### src/rtl/pulse_transmitter_sequencer_if.sv
// Bus bundle for the pulse transmitter sequencer: start/stop control,
// symbol table write port, per-run configuration and the transmitter outputs.
interface pulse_transmitter_sequencer_if #(
  parameter int DEPTH = 8
);
  localparam int AW = (DEPTH > 1) ? $clog2(DEPTH) : 1;

  logic          start_i;
  logic          stop_i;
  logic          wr_en;
  logic [AW-1:0] wr_addr;
  logic [8:0]    wr_data;          // [8] = level, [7:0] = duration
  logic [3:0]    cfg_num_symbols;
  logic [7:0]    cfg_loop_count;
  logic [3:0]    cfg_prescale;
  logic          pulse_out;
  logic          busy_o;
  logic          done_o;

  // Controller side: drives requests and configuration, observes the outputs.
  modport master (
    output start_i, stop_i, wr_en, wr_addr, wr_data,
           cfg_num_symbols, cfg_loop_count, cfg_prescale,
    input  pulse_out, busy_o, done_o
  );

  // Sequencer side.
  modport slave (
    input  start_i, stop_i, wr_en, wr_addr, wr_data,
           cfg_num_symbols, cfg_loop_count, cfg_prescale,
    output pulse_out, busy_o, done_o
  );
endinterface

### src/rtl/pulse_transmitter_sequencer.sv
// Pulse transmitter sequencer: plays a table of {level, duration} symbols,
// each lasting (dur+1)*(prescale+1) cycles, for cfg_loop_count+1 passes.
// The interface DEPTH parameter must match the one given here, and DEPTH
// must stay <= 15 so the clamped symbol count fits the 4-bit config field.
module pulse_transmitter_sequencer #(
  parameter logic IDLE_LEVEL = 1'b0,
  parameter int   DEPTH      = 8
) (
  input logic                          clk,
  input logic                          rst_n,
  pulse_transmitter_sequencer_if.slave bus
);
  localparam int         AW      = (DEPTH > 1) ? $clog2(DEPTH) : 1;
  localparam logic [3:0] DEPTH_N = 4'(DEPTH);

  localparam logic [0:0] S_IDLE = 1'b0;
  localparam logic [0:0] S_RUN  = 1'b1;

  // Symbol table is held in flops so the next symbol's level and duration
  // are readable in the same cycle as a symbol boundary; this keeps symbols
  // and passes back to back with no gap cycles.
  logic [8:0] sym_mem [DEPTH];

  logic [0:0]    state_q, state_d;
  logic          start_q;
  logic [AW-1:0] idx_q, idx_d;
  logic [7:0]    pass_q, pass_d;
  logic [3:0]    num_q, num_d;
  logic [3:0]    ps_cap_q, ps_cap_d;
  logic [3:0]    ps_q, ps_d;
  logic [7:0]    dur_q, dur_d;
  logic          pulse_q, pulse_d;
  logic          done_q, done_d;

  logic          start_edge;
  logic [3:0]    num_clamped;
  logic [8:0]    cur_sym;
  logic [AW-1:0] idx_inc;
  logic          tick;
  logic          sym_end;
  logic          last_sym;

  assign start_edge  = bus.start_i && !start_q;
  assign num_clamped = (bus.cfg_num_symbols > DEPTH_N) ? DEPTH_N : bus.cfg_num_symbols;
  assign cur_sym     = sym_mem[idx_q];
  assign idx_inc     = idx_q + AW'(1);
  assign tick        = (ps_q == ps_cap_q);
  assign sym_end     = tick && (dur_q == cur_sym[7:0]);
  assign last_sym    = ((4'(idx_q) + 4'd1) == num_q);

  // Table writes are accepted only while idle; contents survive reset and stop.
  always_ff @(posedge clk) begin
    if (bus.wr_en && (state_q == S_IDLE)) begin
      sym_mem[bus.wr_addr] <= bus.wr_data;
    end
  end

  // Next-state logic: start capture, prescale/duration counting, symbol stepping.
  always_comb begin
    state_d  = state_q;
    idx_d    = idx_q;
    pass_d   = pass_q;
    num_d    = num_q;
    ps_cap_d = ps_cap_q;
    ps_d     = ps_q;
    dur_d    = dur_q;
    pulse_d  = pulse_q;
    done_d   = 1'b0;

    if (bus.stop_i) begin
      // Abort wins over everything, including a simultaneous start edge.
      state_d = S_IDLE;
      pulse_d = IDLE_LEVEL;
      idx_d   = '0;
      ps_d    = '0;
      dur_d   = '0;
    end else begin
      case (state_q)
        S_IDLE: begin
          pulse_d = IDLE_LEVEL;
          if (start_edge && (num_clamped != 4'd0)) begin
            state_d  = S_RUN;
            idx_d    = '0;
            pass_d   = bus.cfg_loop_count;
            num_d    = num_clamped;
            ps_cap_d = bus.cfg_prescale;
            ps_d     = '0;
            dur_d    = '0;
            pulse_d  = sym_mem[0][8];
          end
        end
        S_RUN: begin
          ps_d = tick ? 4'd0 : ps_q + 4'd1;
          if (tick) begin
            if (sym_end) begin
              dur_d = '0;
              if (!last_sym) begin
                idx_d   = idx_inc;
                pulse_d = sym_mem[idx_inc][8];
              end else if (pass_q != 8'd0) begin
                pass_d  = pass_q - 8'd1;
                idx_d   = '0;
                pulse_d = sym_mem[0][8];
              end else begin
                state_d = S_IDLE;
                idx_d   = '0;
                pulse_d = IDLE_LEVEL;
                done_d  = 1'b1;
              end
            end else begin
              dur_d = dur_q + 8'd1;
            end
          end
        end
        default: begin
          state_d = S_IDLE;
          pulse_d = IDLE_LEVEL;
        end
      endcase
    end
  end

  // State registers with synchronous active-low reset.
  always_ff @(posedge clk) begin
    if (!rst_n) begin
      state_q  <= S_IDLE;
      start_q  <= 1'b0;
      idx_q    <= '0;
      pass_q   <= '0;
      num_q    <= '0;
      ps_cap_q <= '0;
      ps_q     <= '0;
      dur_q    <= '0;
      pulse_q  <= IDLE_LEVEL;
      done_q   <= 1'b0;
    end else begin
      state_q  <= state_d;
      start_q  <= bus.start_i;
      idx_q    <= idx_d;
      pass_q   <= pass_d;
      num_q    <= num_d;
      ps_cap_q <= ps_cap_d;
      ps_q     <= ps_d;
      dur_q    <= dur_d;
      pulse_q  <= pulse_d;
      done_q   <= done_d;
    end
  end

  assign bus.pulse_out = pulse_q;
  assign bus.busy_o    = (state_q == S_RUN);
  assign bus.done_o    = done_q;
endmodule

### src/flat_wrapper.sv
// flat-port wrapper written by rule: the top's interface ports become plain ports
module pulse_transmitter_sequencer_flat 
#(
  parameter logic IDLE_LEVEL = 1'b0,
  parameter int   DEPTH      = 8
)
  (clk, rst_n, bus_start_i, bus_stop_i, bus_wr_en, bus_wr_addr, bus_wr_data, bus_cfg_num_symbols, bus_cfg_loop_count, bus_cfg_prescale, bus_pulse_out, bus_busy_o, bus_done_o);
  pulse_transmitter_sequencer_if #(.DEPTH(DEPTH)) bus_i ();
  input logic clk;
  input logic rst_n;
  input wire logic [$bits(bus_i.start_i)-1:0] bus_start_i;
  input wire logic [$bits(bus_i.stop_i)-1:0] bus_stop_i;
  input wire logic [$bits(bus_i.wr_en)-1:0] bus_wr_en;
  input wire logic [$bits(bus_i.wr_addr)-1:0] bus_wr_addr;
  input wire logic [$bits(bus_i.wr_data)-1:0] bus_wr_data;
  input wire logic [$bits(bus_i.cfg_num_symbols)-1:0] bus_cfg_num_symbols;
  input wire logic [$bits(bus_i.cfg_loop_count)-1:0] bus_cfg_loop_count;
  input wire logic [$bits(bus_i.cfg_prescale)-1:0] bus_cfg_prescale;
  output wire logic [$bits(bus_i.pulse_out)-1:0] bus_pulse_out;
  output wire logic [$bits(bus_i.busy_o)-1:0] bus_busy_o;
  output wire logic [$bits(bus_i.done_o)-1:0] bus_done_o;
  assign bus_i.start_i = bus_start_i;
  assign bus_i.stop_i = bus_stop_i;
  assign bus_i.wr_en = bus_wr_en;
  assign bus_i.wr_addr = bus_wr_addr;
  assign bus_i.wr_data = bus_wr_data;
  assign bus_i.cfg_num_symbols = bus_cfg_num_symbols;
  assign bus_i.cfg_loop_count = bus_cfg_loop_count;
  assign bus_i.cfg_prescale = bus_cfg_prescale;
  assign bus_pulse_out = bus_i.pulse_out;
  assign bus_busy_o = bus_i.busy_o;
  assign bus_done_o = bus_i.done_o;
  pulse_transmitter_sequencer #(.IDLE_LEVEL(IDLE_LEVEL), .DEPTH(DEPTH)) u_core (.clk(clk), .rst_n(rst_n), .bus(bus_i));
endmodule
### config.mk
export PLATFORM = sky130hd
export DESIGN_NAME = pulse_transmitter_sequencer_flat
export DESIGN_NICKNAME = d
export VERILOG_FILES = /design/src/rtl/pulse_transmitter_sequencer_if.sv /design/src/rtl/pulse_transmitter_sequencer.sv /design/src/flat_wrapper.sv
export SDC_FILE = /design/constraint.sdc
export NUM_CORES = 1
export LEC_CHECK = 0
export CORE_ASPECT_RATIO = 0.8
export CORE_MARGIN = 2
export CORE_UTILIZATION = 38
export CTS_CLUSTER_DIAMETER = 120
export DETAILED_ROUTE_END_ITERATION = 16
export HOLD_SLACK_MARGIN = 0.03
export SLEW_MARGIN = 25
export SYNTH_ARGS = -nofsm -noshare
export SYNTH_HDL_FRONTEND = slang
export SYNTH_SLANG_ARGS = --single-unit
export TNS_END_PERCENT = 20
### constraint.sdc
create_clock -name clk -period 3.6 [get_ports clk]
set_input_delay 0.72 -clock clk [delete_from_list [all_inputs] [get_ports clk]]
set_output_delay 0.72 -clock clk [all_outputs]
set_load 0.1 [all_outputs]
# Yosys cells after proc, flatten, opt, wreduce, memory -nomap -nowiden
# Memories as Yosys holds them, arrays and structs flattened. A register that Yosys moved wholly into a read port is not among the register bits.
# Index checks and enable logic that the tools add are counted.
# totals
regBits,35
ram_bits,72
input_bits,33
out_inout_bits,3
mem_count,1
# classes
add_sub_neg,5
n_lt_le_gt_ge,1
eq_ne,8
muxes,36
bitwise_logic,6
reduce_logical,14
# mem_list
memory,words,word_bits,rd,rd_clocked_by_memory_dff,write_ports,line_no,rtl
u_core.sym_mem,8,9,3,1,1,pulse_transmitter_sequencer.sv:22,logic [8:0] sym_mem [DEPTH];
# op_table
op,n
$mux W8,8
$pmux W8 S2,2
$mux W3,6
$mux W1,13
$mux W4,3
$ne A2 B2 Y1 const B,5
$add A8 B1 Y8 const B,1
$eq A4 B4 Y1,2
$eq A8 B8 Y1,1
$pmux W4 S2,1
$reduce_bool A8 Y1,1
$sub A8 B1 Y8 const B,1
$not A1 Y1,6
$pmux W3 S2,1
$reduce_and A3 Y1,2
$reduce_and A6 Y1,1
$reduce_or A6 Y1,1
$add A3 B1 Y4 const B,1
$add A4 B1 Y4 const B,1
$gt A4 B4 Y1 const B,1
$logic_and A1 B1 Y1,4
$pmux W1 S2,2
$reduce_and A2 Y1,2
$reduce_bool A4 Y1,1
other kinds (3),3

# Logic depth before layout (Yosys ltp)
# Gate-level depths: netlist of run 1.
# depth
ltp_word,8
mapped_depth,10

# Least setup slack after synthesis of run 1
# No wires, ideal clock.
# synth_path
path_type,input-to-reg
from,in bus_cfg_num_symbols[3]
to,reg u_core.pass_q[2]
setup_time_ns,0.103
arrival_time_ns,2.647
required_ns,3.497
path_slack_ns,0.849
path_stages,8
path_buffers,1
cell_sequence,or4_1 > a31oi_2 > nor2_1 > and3b_1 > and4_1 > buf_4 > o2111a_1 > a2111oi_2
# synth_via
elab_chain_cells,6
# synth_rtl
element,line_no,rtl
"start, declared",flat_wrapper.sv:16,input wire logic [$bits(bus_i.cfg_num_symbols)-1:0] bus_cfg_num_symbols;
$gt A4 B4 Y1,pulse_transmitter_sequencer.sv:44,assign num_clamped = (bus.cfg_num_symbols > DEPTH_N) ? DEPTH_N : bus.cfg_num_symbols;
$mux W4 (*),pulse_transmitter_sequencer.sv:44,
$reduce_bool A4 Y1 (*),pulse_transmitter_sequencer.sv:81,if (start_edge && (num_clamped != 4'd0)) begin
$logic_and A1 B1 Y1 (*),pulse_transmitter_sequencer.sv:81,
$ne A2 B2 Y1 (no line) (*),n/a,
$reduce_and A6 Y1 (no line) (*),n/a,
"end signal, assigned",pulse_transmitter_sequencer.sv:140,pass_q <= pass_d;
"end, declared",pulse_transmitter_sequencer.sv:27,"logic [7:0] pass_q, pass_d;"
# Mark *: on every way between the ends. The rest lies on a longest branch, timed or not.
# A chain may end at the register's enable or synchronous reset.

==> results of run 1 <==
-- state kept, by name, indices dropped and copies added, names as in the netlist, named ones only --
| signal | cells |
|---|---|
| u_core.sym_mem | 72 |
| u_core.dur_q | 8 |
| u_core.pass_q | 8 |
| u_core.num_q | 4 |
| u_core.ps_cap_q | 4 |
| u_core.ps_q | 4 |
| u_core.idx_q | 3 |
| u_core.bus.busy_o | 1 |
| u_core.bus.done_o | 1 |
| u_core.bus.pulse_out | 1 |
| u_core.start_q | 1 |
-- critical path, cell delays in order (launching register included) --
cell and delay [ps]:
dfxtp_1 550, mux4_2 570, mux2i_1 270, xnor2_1 160, nor4_4 450, a31oi_1 320, o21ai_1 480, nor2_1 100
-- Yosys cell counts, types with 4 or more instances --
library cell / number / area, um^2
nor4_1: 4 / 25.0
o21ai_0: 5 / 25.0
o2bb2ai_1: 4 / 35.0
nor2_1: 27 / 101
ha_1: 5 / 62.6
a21oi_1: 18 / 90.1
clkbuf_1: 8 / 30.0
nand2_1: 29 / 109
xnor2_1: 18 / 158
inv_1: 6 / 22.5
mux2i_1: 15 / 150
edfxtp_1: 72 / 2160
mux4_2: 15 / 338
nor2b_1: 4 / 25.0
nand4_1: 7 / 43.8
dfxtp_1: 38 / 761
and3_1: 6 / 37.5
nor3_1: 12 / 60.1
nand3_1: 7 / 35.0
-- cell type report --
cell class / count / share of cell area [%]
Sequential cell: 110 / 50.7
Multi-Input combinational cell: 230 / 31.4
Timing Repair Buffer: 52 / 8.24
Clock buffer: 9 / 3.90
Tap cell: 171 / 3.71
Clock inverter: 7 / 1.65
Inverter: 7 / 0.455
-- metrics by stage --
step	setup WS [ps]	power (uW)	instance area (um^2)
after detailed placement	336	1600	5450
after global placement	429	1590	5450
final	563	2630	5770
after CTS	494	2660	5770
after global routing	263	2720	5770
after floorplan	849	1510	4840
-- cells by family after synthesis --
kind of cell               count (synthesis)  synth area share, %
xor gates and xnor gates                  21                 3.80
adders and majority gates                  5                 1.29
and+or+nand+nor                          119                 13.2
buffers and inverters                     22                 2.35
DFF                                      110                 60.4
muxes                                     31                 10.6
AOI/OAI and AO/OA                         54                 8.25
-- layer usage --
layer / GRT usage, % / up-vias / wire length [um]
met5: 0 / - / 0
met4: 5.38 / 0 / 172
met3: 3.43 / 16 / 444
met2: 23.1 / 64 / 4510
met1: 22.5 / 1532 / 4810
li1: - / 1482 / -
-- worst min-delay path by stage --
stage	from	to	slack, ps
final	u_core.ps_cap_q[1]	u_core.ps_cap_q[1]	470
after global routing	u_core.ps_cap_q[1]	u_core.ps_cap_q[1]	510
after CTS	u_core.ps_cap_q[1]	u_core.ps_cap_q[1]	480
after detailed placement	u_core.ps_cap_q[1]	u_core.ps_cap_q[1]	470
after global placement	u_core.num_q[1]	u_core.num_q[1]	460
after floorplan	u_core.num_q[1]	u_core.num_q[1]	440
-- report_power, final --
| group | internal, uW | total, uW | switching (uW) | leakage [uW] |
|---|---|---|---|---|
| registers | 1370 | 1380 | 11.6 | 0.000961 |
| clock network | 612 | 1060 | 447 | 0.000156 |
| logic | 77.3 | 187 | 110 | 0.000764 |
==> results.sh, run 1 <==
export IMPL_fill_cells=1093
export IMPL_antenna_left=0
export IMPL_grt_pass1_vias=3117
export IMPL_hold_depth=2
export IMPL_wl_per_cell_um=16.9
export IMPL_regToRegSetupSlack_ps=560
export IMPL_cts_tree="built"
export IMPL_clock_latency_ps=350
export IMPL_timing_rr_end="u_core.dur_q[3]"
export IMPL_period_needed_ps=3040
export IMPL_dieArea_um2=13700
export IMPL_placed_cells=570
export IMPL_ctsResizeCount=0
export IMPL_skew_ps=8.44
export IMPL_routabilityCongestion=0.863
export IMPL_worstRegToRegCells=7
export IMPL_hold_buffers=0
export IMPL_h_tree_depth=3
export IMPL_hold_slack_ps=475
export IMPL_io_buffers=35
export IMPL_fin_nets=448
export IMPL_grt_pass1_wl_um=16100
export IMPL_crit_end="u_core.dur_q[3]"
export IMPL_pwr_density_cell_nw_per_um2=455
export IMPL_final_max_slew_violation_count=0
export IMPL_ir_drop_uv=251
export IMPL_status="completed"
export IMPL_synth_edf_count=72
export IMPL_synth_main_ff_cell="edfxtp_1"
export IMPL_tns_ps=0
export IMPL_drt_total_wl_um=9930
export IMPL_clk_pin_slew_ps=70
export IMPL_grt_max_degree=25
export IMPL_cts_sinks=110
export IMPL_ys_ff_latch=110
export IMPL_fin_util_pct=46.9
export IMPL_multi_input_area_um2=1810
export IMPL_firstDrtPassIters=6
export IMPL_fmax_ghz=0.329
export IMPL_io_pin_count=36
export IMPL_setup_viol=0
export IMPL_worstMarginPinSlew_ps=971
export IMPL_vias=3094
export IMPL_syn_avg_cell_area_um2=13.4
export IMPL_ys_async_sr_fraction_pct=0
export IMPL_die_w_um=130
export IMPL_drive_gt1_share_pct=14.9
export IMPL_required_ps=3820
export IMPL_yosysWarnings=0
export IMPL_clk_path_buf_depth=2
export IMPL_arrival_ps=3260
export IMPL_cts_buffers=9
export IMPL_layout_common_cells="72 x edfxtp_1, 38 x dfxtp_1, 34 x clkdlybuf4s50_1"
export IMPL_setup_worst_path_start_class="flip-flop"
export IMPL_std_cell_rows=36
export IMPL_clock_root_buffer="clkbuf_16"
export IMPL_crit_fanout=7
export IMPL_start_util_pct=39.3
export IMPL_syn2layout_area_growth_pct=19.3
export IMPL_hp_class="flip-flop to flip-flop"
export IMPL_cap_violations=0
export IMPL_final_common_cell="edfxtp_1"
export IMPL_yosysUniqueCellTypes=60
export IMPL_core_um2=12300
export IMPL_drc=0
export IMPL_antenna_found_initial=0
export IMPL_viasPerCell=5.28
export IMPL_seqCellArea_um2=2920
export IMPL_rsz0062_at_grt="no"
export IMPL_ys_seq_area_share_pct=60.4
export IMPL_grtUsageTotal_pct=15.6
export IMPL_synth_area_um2=4840
export IMPL_syn_nets=400
export IMPL_slew_headroom_pct=35.1
export IMPL_syn_instance_count=362
export IMPL_postCtsSetupRepairBufs=0
export IMPL_end_kind="flip-flop"
export IMPL_grt_overflow_total=0
export IMPL_fin_crit_sh_pct=84.4
export IMPL_critical_path_class="flip-flop to flip-flop"
export IMPL_stdcell_count=586
export IMPL_diodes=0
export IMPL_die_h_um=105
export IMPL_drtIter0Drc=268
export IMPL_hold_viol_final=0
export IMPL_leakage_uw=0.00188
export IMPL_place_hpwl_um=6960
Note: power is estimated with default switching activity, not from simulation.
==> inputs of run 2 (changes only) <==
Clock period 3.6 ns to 2.5 ns, I/O delays scaled along.
==> results.sh, run 2 (synthesis gave the netlist of run 1 again) <==
export IMPL_routabilityCongestion=0.855
export IMPL_grtUsageTotal_pct=16.5
export IMPL_crit_fanout=6
export IMPL_dieArea_um2=13700
export IMPL_final_common_cell="edfxtp_1"
export IMPL_setup_viol=12
export IMPL_io_buffers=35
export IMPL_pwr_share_clk_pct=38.9
export IMPL_required_ps=2740
export IMPL_drt_total_wl_um=10700
export IMPL_holdPathEnd="u_core.ps_cap_q[3]"
export IMPL_core_um2=12300
export IMPL_final_max_slew_violation_count=0
export IMPL_drc=0
export IMPL_worstMarginPinSlew_ps=838
export IMPL_fin_util_pct=51.3
export IMPL_die_h_um=105
export IMPL_grt_pass1_wl_um=17100
export IMPL_antenna_left=0
export IMPL_firstDrtPassIters=5
export IMPL_cts_sinks=110
export IMPL_layout_common_cells="72 x edfxtp_1, 56 x buf_4, 35 x dfxtp_1"
export IMPL_io_pin_count=36
export IMPL_worstRegToRegCells=11
export IMPL_hold_buffers=0
export IMPL_grt_pass1_vias=3268
export IMPL_end_kind="flip-flop"
export IMPL_top_register="u_core.sym_mem"
export IMPL_leakage_uw=0.00216
export IMPL_critical_path_class="flip-flop to flip-flop"
export IMPL_grt_overflow_total=0
export IMPL_fmax_ghz=0.389
export IMPL_cts_tree="built"
export IMPL_setup_worst_path_start_class="flip-flop"
export IMPL_top_regs="u_core.sym_mem (72), u_core.dur_q (8), u_core.pass_q (8)"
export IMPL_p_comb_share_pct=8.4
export IMPL_timing_rr_end="u_core.pass_q[2]"
export IMPL_place_hpwl_um=7310
export IMPL_status="finished, violations left"
export IMPL_largest_reg_flops=72
export IMPL_skew_ps=6.90
export IMPL_slew_headroom_pct=43.7
export IMPL_h_tree_depth=3
export IMPL_grt_max_degree=25
export IMPL_arrival_ps=2810
export IMPL_hold_slack_ps=472
export IMPL_clock_root_buffer="clkbuf_16"
export IMPL_pwr_density_cell_nw_per_um2=598
export IMPL_antenna_found_initial=0
export IMPL_fin_crit_sh_pct=103
export IMPL_hold_depth=2
export IMPL_regToRegSetupSlack_ps=-70
export IMPL_period_needed_ps=2570
export IMPL_clk_pin_slew_ps=70
export IMPL_syn2layout_area_growth_pct=30.5
export IMPL_drive_gt1_share_pct=28.5
export IMPL_ir_drop_uv=339
export IMPL_clock_latency_ps=350
export IMPL_vias=3304
export IMPL_hold_viol_final=0
export IMPL_wl_per_cell_um=16.9
export IMPL_cts_buffers=9
export IMPL_rsz0062_at_grt="yes"
export IMPL_std_cell_rows=36
export IMPL_drtIter0Drc=262
export IMPL_die_w_um=130
export IMPL_hold_start="u_core.ps_cap_q[3]"
export IMPL_hp_class="flip-flop to flip-flop"
export IMPL_fin_nets=493
export IMPL_cap_violations=0
export IMPL_seqPwrFrac_pct=52.7
export IMPL_clk_path_buf_depth=2
export IMPL_violations="setup timing"
export IMPL_viasPerCell=5.24
export IMPL_diodes=0
export IMPL_internal_power_uw=2910
export IMPL_p_sw_uw=862
export IMPL_fin_ws_ps=-67.4
export IMPL_start_util_pct=39.3
export IMPL_switching_share_pct=22.9
==> run 2: cell types whose count changed in the layout (fill, tap and decap cells not counted), sizes merged <==
cell,previous run,this run
clkbuf,9,10
clkinvlp,1,0
clkdlybuf4s50,34,32
buf,18,65
inv,9,10
bufinv,2,1
==> run 2: layout make-up <==
cell class / count / area [um^2]
Clock buffer: 10 / 229
Clock inverter: 6 / 76.3
Fill cell: 1014 / 5990
Inverter: 7 / 26.3
Multi-Input combinational cell: 230 / 1960
Sequential cell: 110 / 2930
Tap cell: 171 / 214
Timing Repair Buffer: 97 / 881
==> run 2: layer usage <==
layer  global-route usage (%)  share of wire (%)  up-vias
li1                         -                  -     1576
met1                     23.8                 47     1648
met2                     24.9                 48       70
met3                     3.33                4.0       10
met4                     5.22                1.4        0
met5                        0                  0        -
==> run 2: worst max-delay path by stage <==
stage | from | to | slack (ps)
detailed placement | bus_cfg_num_symbols[3] | u_core.pass_q[2] | -320
CTS | flip-flop | u_core.pass_q[2] | -140
global route | flip-flop | u_core.pass_q[1] | -200
global placement | bus_cfg_num_symbols[3] | u_core.pass_q[3] | -260
finish | flip-flop | u_core.pass_q[2] | -70
floorplan | u_core.bus.busy_o | u_core.sym_mem[2][0] | -140
==> run 2: critical path, stage by stage (launching register included) <==
cell	delay [ps]
dfxtp_2	340
buf_12	120
buf_4	130
mux4_2	520
mux2i_2	190
xnor2_1	110
nor2_2	130
buf_4	160
and4_1	220
buf_6	120
nor3_2	40
a2111oi_2	360
==> run 2: stage by stage <==
stage                     setup slack, ps  setup TNS, ps  area [um^2]  std cells  power, uW
after detailed placement             -323          -4880         5780        608       2330
final                               -67.4           -273         6310        631       3770
after CTS                            -144          -1530         6200        630       3800
after floorplan                      -137          -4170         4840        362       2170
after global placement               -259          -4050         5780        608       2320
after global routing                 -205          -2900         6310        631       3910
==> run 2: what timing repair did <==
| item | 4_1_cts | 5_1_grt |
|---|---|---|
| endpoints found under the setup margin | 23 | 25 |
| buffers inserted | 6 | 2 |
| pin swaps | 11 | 11 |
| gates resized for setup | 18 | 17 |
==> run 2: power groups by stage <==
stage | Combinational (uW) | Clock (uW) | Sequential [uW]
final | 315 | 1470 | 1990
after global routing | 345 | 1580 | 1990
after CTS | 306 | 1500 | 1990
after detailed placement | 298 | 0 | 2030
after global placement | 296 | 0 | 2030
after floorplan | 133 | 0 | 2040
